[src/rtl/overdrive_atten_ctrl.sv]
//------------------------------------------------------------------------------
// Module      : overdrive_atten_ctrl
// Description : Closed-loop step-attenuator controller driven by the RX overdrive
//               flag; fast attack, settle holdoff, slow one-code release.
// Revision    : 1.0 - initial release
//------------------------------------------------------------------------------
`default_nettype none
`timescale 1ns/1ps

module overdrive_atten_ctrl #(
    parameter int ATTEN_BITS     = 5,
    parameter int MAX_ATTEN      = 31,
    parameter int STEP_UP        = 2,
    parameter int HOLDOFF_CYCLES = 1024,
    parameter int RELEASE_CYCLES = 65536
) (
    input  logic                  i_clk,
    input  logic                  i_resetn,
    input  logic                  i_overdrive,
    input  logic                  i_valid,
    input  logic                  i_enable,
    input  logic [ATTEN_BITS-1:0] i_manual_atten,
    output logic [ATTEN_BITS-1:0] o_atten,
    output logic                  o_atten_update,
    output logic                  o_at_max,
    output logic [1:0]            o_state
);

    localparam int c_REL_W  = $clog2(RELEASE_CYCLES);
    localparam int c_HOLD_W = $clog2(HOLDOFF_CYCLES) + 1;

    localparam logic [1:0] c_ST_MANUAL = 2'b00;
    localparam logic [1:0] c_ST_TRACK  = 2'b01;
    localparam logic [1:0] c_ST_SETTLE = 2'b10;

    localparam logic [ATTEN_BITS-1:0] c_MAX       = ATTEN_BITS'(MAX_ATTEN);
    localparam logic [ATTEN_BITS:0]   c_MAX_WIDE  = (ATTEN_BITS+1)'(MAX_ATTEN);
    localparam logic [ATTEN_BITS:0]   c_STEP_WIDE = (ATTEN_BITS+1)'(STEP_UP);
    localparam logic [ATTEN_BITS-1:0] c_ONE       = ATTEN_BITS'(1);
    localparam logic [c_REL_W-1:0]    c_REL_LAST  = c_REL_W'(RELEASE_CYCLES - 1);
    localparam logic [c_REL_W-1:0]    c_REL_ONE   = c_REL_W'(1);
    localparam logic [c_HOLD_W-1:0]   c_HOLD_LOAD = c_HOLD_W'(HOLDOFF_CYCLES - 1);
    localparam logic [c_HOLD_W-1:0]   c_HOLD_ONE  = c_HOLD_W'(1);

    logic [1:0]            r_state, w_state_nxt;
    logic [ATTEN_BITS-1:0] r_atten, w_atten_nxt;
    logic                  r_update;
    logic                  r_at_max, w_at_max_nxt;
    logic [c_REL_W-1:0]    r_rel, w_rel_nxt;
    logic [c_HOLD_W-1:0]   r_hold, w_hold_nxt;

    logic                  w_event;
    logic [ATTEN_BITS-1:0] w_manual_clamped;
    logic [ATTEN_BITS:0]   w_atten_inc;
    logic [ATTEN_BITS-1:0] w_atten_up;

    assign w_event          = i_valid & i_overdrive;
    assign w_manual_clamped = (i_manual_atten > c_MAX) ? c_MAX : i_manual_atten;
    // One extra bit so the step can never wrap before saturation.
    assign w_atten_inc      = {1'b0, r_atten} + c_STEP_WIDE;
    assign w_atten_up       = (w_atten_inc > c_MAX_WIDE) ? c_MAX : w_atten_inc[ATTEN_BITS-1:0];

    always_ff @(posedge i_clk) begin
        if (!i_resetn) begin
            r_state  <= c_ST_MANUAL;
            r_atten  <= '0;
            r_update <= 1'b0;
            r_at_max <= 1'b0;
            r_rel    <= '0;
            r_hold   <= '0;
        end else begin
            r_state  <= w_state_nxt;
            r_atten  <= w_atten_nxt;
            r_update <= (w_atten_nxt != r_atten);
            r_at_max <= w_at_max_nxt;
            r_rel    <= w_rel_nxt;
            r_hold   <= w_hold_nxt;
        end
    end

    always_comb begin
        w_state_nxt  = r_state;
        w_atten_nxt  = r_atten;
        w_at_max_nxt = r_at_max;
        w_rel_nxt    = r_rel;
        w_hold_nxt   = r_hold;
        // Dropping enable wins over any event or release in the same cycle.
        if (!i_enable) begin
            w_state_nxt  = c_ST_MANUAL;
            w_atten_nxt  = w_manual_clamped;
            w_at_max_nxt = 1'b0;
            w_rel_nxt    = '0;
            w_hold_nxt   = '0;
        end else begin
            case (r_state)
                c_ST_MANUAL: begin
                    w_state_nxt  = c_ST_TRACK;
                    w_at_max_nxt = 1'b0;
                    w_rel_nxt    = '0;
                    w_hold_nxt   = '0;
                end
                c_ST_TRACK: begin
                    if (w_event) begin
                        w_rel_nxt = '0;
                        if (r_atten >= c_MAX) begin
                            w_at_max_nxt = 1'b1;
                        end else begin
                            w_atten_nxt = w_atten_up;
                            w_hold_nxt  = c_HOLD_LOAD;
                            w_state_nxt = c_ST_SETTLE;
                        end
                    end else if (r_rel == c_REL_LAST) begin
                        // At code 0 the counter simply stays saturated.
                        if (r_atten != '0) begin
                            w_atten_nxt  = r_atten - c_ONE;
                            w_at_max_nxt = 1'b0;
                            w_rel_nxt    = '0;
                            w_hold_nxt   = c_HOLD_LOAD;
                            w_state_nxt  = c_ST_SETTLE;
                        end
                    end else begin
                        w_rel_nxt = r_rel + c_REL_ONE;
                    end
                end
                c_ST_SETTLE: begin
                    if (r_hold == '0) begin
                        w_state_nxt = c_ST_TRACK;
                        w_rel_nxt   = '0;
                    end else begin
                        w_hold_nxt = r_hold - c_HOLD_ONE;
                    end
                end
                default: begin
                    w_state_nxt = c_ST_MANUAL;
                    w_rel_nxt   = '0;
                    w_hold_nxt  = '0;
                end
            endcase
        end
    end

    always_comb begin
        o_state        = r_state;
        o_atten        = r_atten;
        o_atten_update = r_update;
        o_at_max       = r_at_max;
    end

endmodule

`default_nettype wire

[config.mk]
export PLATFORM = sky130hd
export DESIGN_NAME = overdrive_atten_ctrl
export DESIGN_NICKNAME = d
export VERILOG_FILES = /design/src/rtl/overdrive_atten_ctrl.sv
export SDC_FILE = /design/constraint.sdc
export NUM_CORES = 1
export LEC_CHECK = 0
export CAP_MARGIN = 20
export CORE_MARGIN = 4
export CORE_UTILIZATION = 25
export CTS_CLUSTER_SIZE = 20
export DETAILED_ROUTE_END_ITERATION = 8
export HOLD_SLACK_MARGIN = 0.06
export SLEW_MARGIN = 30
export SYNTH_ARGS = -nofsm -noshare
export SYNTH_HDL_FRONTEND = slang
export SYNTH_SLANG_ARGS = --single-unit
[constraint.sdc]
create_clock -name i_clk -period 5.9 [get_ports i_clk]
set_clock_uncertainty 0.15 [all_clocks]
set_input_delay 0.885 -clock i_clk [delete_from_list [all_inputs] [get_ports i_clk]]
set_output_delay 0.885 -clock i_clk [all_outputs]
set_load 0.005 [all_outputs]
# ---- After elaboration in Yosys (flattened, before gate mapping)
# Cells that the tools add are included.
dict set report word_totals {
  reg_bits 36
  output_inout_bits 9
}
dict set report op_classes {
  bitwise_logic 1
  reduce_logical 9
  n_mux 30
  n_eq_ne 11
  add_sub_neg 4
  order_cmp 3
}
# op n
set op_table {}
lappend op_table {{16-bit 2-to-1 mux} 4}
lappend op_table {{11-bit 2-to-1 mux} 5}
lappend op_table {{5-bit 2-to-1 mux} 8}
lappend op_table {{16-bit case mux with 2 select lines} 1}
lappend op_table {{11-bit case mux with 2 select lines} 1}
lappend op_table {{16-bit by 1-bit adder with 16-bit output, second input constant} 1}
lappend op_table {{16-bit equality test, second input constant} 1}
lappend op_table {{3-bit inequality test, second input constant} 4}
lappend op_table {{4-bit AND reduction} 3}
lappend op_table {{11-bit logical NOT} 1}
lappend op_table {{11-bit by 1-bit subtractor with 11-bit output, second input constant} 1}
lappend op_table {{2-bit 2-to-1 mux} 5}
lappend op_table {{5-bit by 2-bit adder with 6-bit output, second input constant} 1}
lappend op_table {{6-bit by 5-bit greater-than comparator with 1-bit output, second input constant} 1}
lappend op_table {{2-bit case mux with 3 select lines} 1}
lappend op_table {{5-bit >= comparator, second input constant} 1}
lappend op_table {{5-bit greater-than comparator, second input constant} 1}
lappend op_table {{5-bit inequality test} 1}
lappend op_table {{5-bit nonzero test} 1}
lappend op_table {{5-bit by 1-bit subtractor with 5-bit output, second input constant} 1}
lappend op_table {{1-bit 2-to-1 mux} 4}
lappend op_table {{2-bit inequality test, second input constant} 2}
lappend op_table {{4-bit inequality test, second input constant} 1}
lappend op_table {{2-bit AND reduction} 2}
lappend op_table {{other kinds (6)} 6}

# ---- Longest topological paths before layout
dict set report depth {
  word_depth 8
  ltp_mapped 9
  mapped_depth_nobuf 7
}

# ---- Worst setup path after synthesis
# No wires, ideal clock.
dict set report synth_path {
  path_kind {register to register}
  start {reg r_hold[0]}
  end {reg r_rel[9]}
  n_path_buf 2
  path_stages_with_launch 10
  t_required_ps 5684
  slack_ps 3367
  period_less_slack_ps 2533
  arrival_ps 2317
  cell_sequence {dfxtp_1 inv_1 ha_1 or4b_1 buf_2 o31a_1 a211o_1 buf_6 or3_1 a21oi_2}
}
dict set report synth_between {
  elab_chain_cells 3
}
# item line_no
set synth_rtl {}
lappend synth_rtl {{start, declared} 50} ;# logic [c_HOLD_W-1:0] r_hold, w_hold_nxt;
lappend synth_rtl {{start signal, assigned} 77} ;# r_hold <= w_hold_nxt;
lappend synth_rtl {{11-bit logical NOT} 126} ;# if (r_hold == '0) begin
lappend synth_rtl {{2-bit inequality test (no source line)} n/a}
lappend synth_rtl {{2-bit AND reduction (no source line)} n/a}
lappend synth_rtl {{end signal, assigned} 76} ;# r_rel <= w_rel_nxt;
lappend synth_rtl {{end, declared} 49} ;# logic [c_REL_W-1:0] r_rel, w_rel_nxt;
# No other way between the ends.
# A chain may end at the register's enable or synchronous reset.

# ---- Worst setup path after layout
dict set report layout_path {
  start {reg r_rel[0]}
  end {reg r_hold[9]}
}
dict set report layout_between {
  elab_chain_cells 3
}
# item line_no
set layout_rtl {}
lappend layout_rtl {{16-bit equality test} 112} ;# end else if (r_rel == c_REL_LAST) begin
lappend layout_rtl {{3-bit inequality test (no source line)} n/a}
lappend layout_rtl {{4-bit AND reduction (no source line)} n/a}
# No other way between the ends.

==> results.toml <==
[timing]
rsz0062_at_grt = "no"
fmax_mhz = 338.2
drv_slew = 0
period_share_pct = 50.11
slew_headroom_pct = 54.16
setup_tns_ns = 0
period_minus_slack_ns = 2.957
tightestPinTransition_ns = 0.6851
final_hold_viol_count = 0
setup_violations = 0

[synth]
synth.distinct_cells = 59
synth_common_cells = "dfxtp_1 (36), o21ai_0 (30), nor2_1 (27)"
synth_mux_area_share_pct = 0
syn-cell-area_um2 = 2470
async_reset_ff_share_pct = 0
ys_ff_latch = 36
seq_area_frac_synth_pct = 29.18
yosys.area_share.adder_pct = 5.572
synth-xor-area-share_pct = 3.191
synth_compound_area_share_pct = 29.58
syn_inst = 323
yosys.area_share.simple_pct = 26.95
yosys_warnings = 0
synth_flop_cell = "dfxtp_1"
synthTopCellsByArea = "dfxtp_1 (29%), o21ai_0 (6.1%), ha_1 (5.6%)"
synth_most_common_cell = "dfxtp_1"
syn_area_per_cell_um2 = 7.647
synth_top_area_share_pct = 29.18
syn_nets = 344
synth_edf_count = 0
synth_top_cell_by_area = "dfxtp_1"
synth_top_family_by_area = "compound AO/OA/AOI/OAI gates"

[global_routing]
antenna_found_initial = 0
gr-total-overflow = 0
grt_pass1_vias = 2451
grt_max_degree = 18
grt_pass1_wl_mm = 11.63
track_usage_pct = 12.31

[hold_path]
min_path_type = "reg2reg"
min_from = "r_rel[15]"

[cts]
cts_max_level = 2
cts_hold_buf = 0
cts_tree = "built"
insertion_delay_ns = 0.31
cts_buffer_depth = 2
postCtsSetupRepairBufs = 0
clk_pin_slew_ns = 0.08
cts-buffers-inserted = 5
cts_root_buf = "clkbuf_8"
cts.sinks = 36
cts_resized = 0

[pwr]
power.density_nw_per_um2 = 184.7
ir_drop_mv = 0.07366
leakagePower_nw = 0.8828

[worst_setup_path]
critPathLaunchType = "flip-flop"
cp_cell_sequence = "ha_1, nand4_1, or4_1, o21ai_1, nand2_1, o311ai_0"
critPathKind = "reg2reg"
crit_end = "r_hold[9]"
crit_path_end_kind = "flip-flop"
r2r-start = "r_rel[0]"
reg2reg_depth = 6
cpMaxStageDelayCell = "or4_1"
r2r_setup_slack_ns = 2.94
crit_cells = 6
critPathArrivalTime_ns = 3.00
crit_path_max_fanout = 11
worst-path-buf-inv = 0
critPathTopFamily = "simple AND/OR/NAND/NOR gates"
reg2reg_to = "r_hold[9]"
required_ns = 5.94
cpPeakStageDelay_ns = 0.72
startpoint = "r_rel[0]"

[layout]
drive_above_1_share_pct = 7.143
finalNetCount = 356
design_area_um2 = 2854
area_growth_pct = 15.55
diodes = 0

[place]
dpl.hpwl_mm = 4.867
dpl_cell_area_um2 = 2763
place_congestion = 0.8524
io_buffers = 18

[die]
start_util_pct = 25.50
dieHeight_um = 107.4
dieArea_um2 = 11530
core_area_um2 = 9684
die_x_um = 107.4
row_count = 36
ios = 19

[route]
vias = 2541
post_drt_wl_per_cell_um = 14.49
drc_errors = 0
first_iter_violations = 147
firstDrtPassIters = 4
drt_wl_total_mm = 6.796
via_per_inst = 5.418
antenna_left = 0

[status]
status = "completed"

[flow_run]
drv_cap = 0
## per-layer routing
layer  wire length [um]  track usage (%)  up-vias
met2               3103            19.62       82
met5                  0                0        -
met1               3053            15.47     1192
met3                502            3.239       14
met4                136            5.771        0
li1                   -                -     1253
## per-stage QoR
stage | util (%) | total power [mW] | worst slack (ns) | instances | hold WS (ns)
after floorplan | - | 0.3162 | 3.367 | 323 | 0.3022
final | 29.47 | 0.5273 | 2.943 | 469 | 0.3414
after CTS | 29.43 | 0.5326 | 2.866 | 469 | 0.3438
after global placement | 28.53 | 0.3475 | 2.761 | 461 | 0.3217
after global routing | 29.47 | 0.5547 | 2.782 | 469 | 0.3802
after detailed placement | 28.53 | 0.3479 | 2.736 | 461 | 0.3283
## area by class of cell
| cell class | instances | area [um2] |
|---|---|---|
| clock buffer | 5 | 68.82 |
| clock inverter | 3 | 18.77 |
| fill | 1057 | 6830 |
| inverter | 18 | 67.56 |
| multi-input combinational | 254 | 1617 |
| sequential | 36 | 720.7 |
| tap | 133 | 166.4 |
| timing repair buffer | 20 | 195.2 |
## logic make-up (layout without fill, tap and decap cells)
kind of cell,Yosys count,after routing
buffers and inverters,33,46
AND/OR/NAND/NOR,124,124
XOR/XNOR,9,9
AO/OA/AOI/OAI,110,110
adder cells (fa/ha/maj),11,11
flip-flops,36,36
## flip-flops by register name, indices dropped and copies added, names as in the netlist
name	count
r_rel	16
r_hold	11
o_atten	5
o_state	2
o_at_max	1
o_atten_update	1
## cell usage in the layout (no fill, tap or decap), types with 3 or more instances in the layout
cell / instances
a211oi_1: 6
a21oi_1: 23
a31oi_1: 5
and3_1: 4
clkbuf_8: 5
clkdlybuf4s50_1: 18
dfxtp_1: 36
ha_1: 11
inv_1: 17
nand2_1: 26
nand3_1: 7
nand4_1: 12
nor2_1: 27
nor2b_1: 6
nor3_1: 7
nor4_1: 5
o211ai_1: 4
o21ai_0: 30
o311ai_0: 6
o31ai_1: 10
or2_2: 4
or3_1: 7
or4_1: 7
xnor2_1: 3
xor2_1: 6
## worst reg2reg max path: cells and delay by family (launching register included)
kind | cells | cell delay [ns]
compound gates | 2 | 0.93
fa+ha+maj | 1 | 0.21
simple gates | 3 | 1.15
flops | 1 | 0.39
## worst min-delay path by stage
stage / cells after the start / slack [ns] / to
after floorplan: 2 / 0.30 / r_rel[15]
after global placement: 2 / 0.32 / r_rel[15]
after detailed placement: 2 / 0.33 / r_rel[15]
after CTS: 2 / 0.34 / r_rel[15]
after global routing: 2 / 0.38 / r_rel[1]
final: 2 / 0.34 / r_rel[15]
## power breakdown
part / switching [mW] / total (mW) / internal [mW]
registers: 0.00932 / 0.257 / 0.247
clock network: 0.101 / 0.183 / 0.0824
logic: 0.0505 / 0.0873 / 0.0368
(Power assumes the default switching activity.)
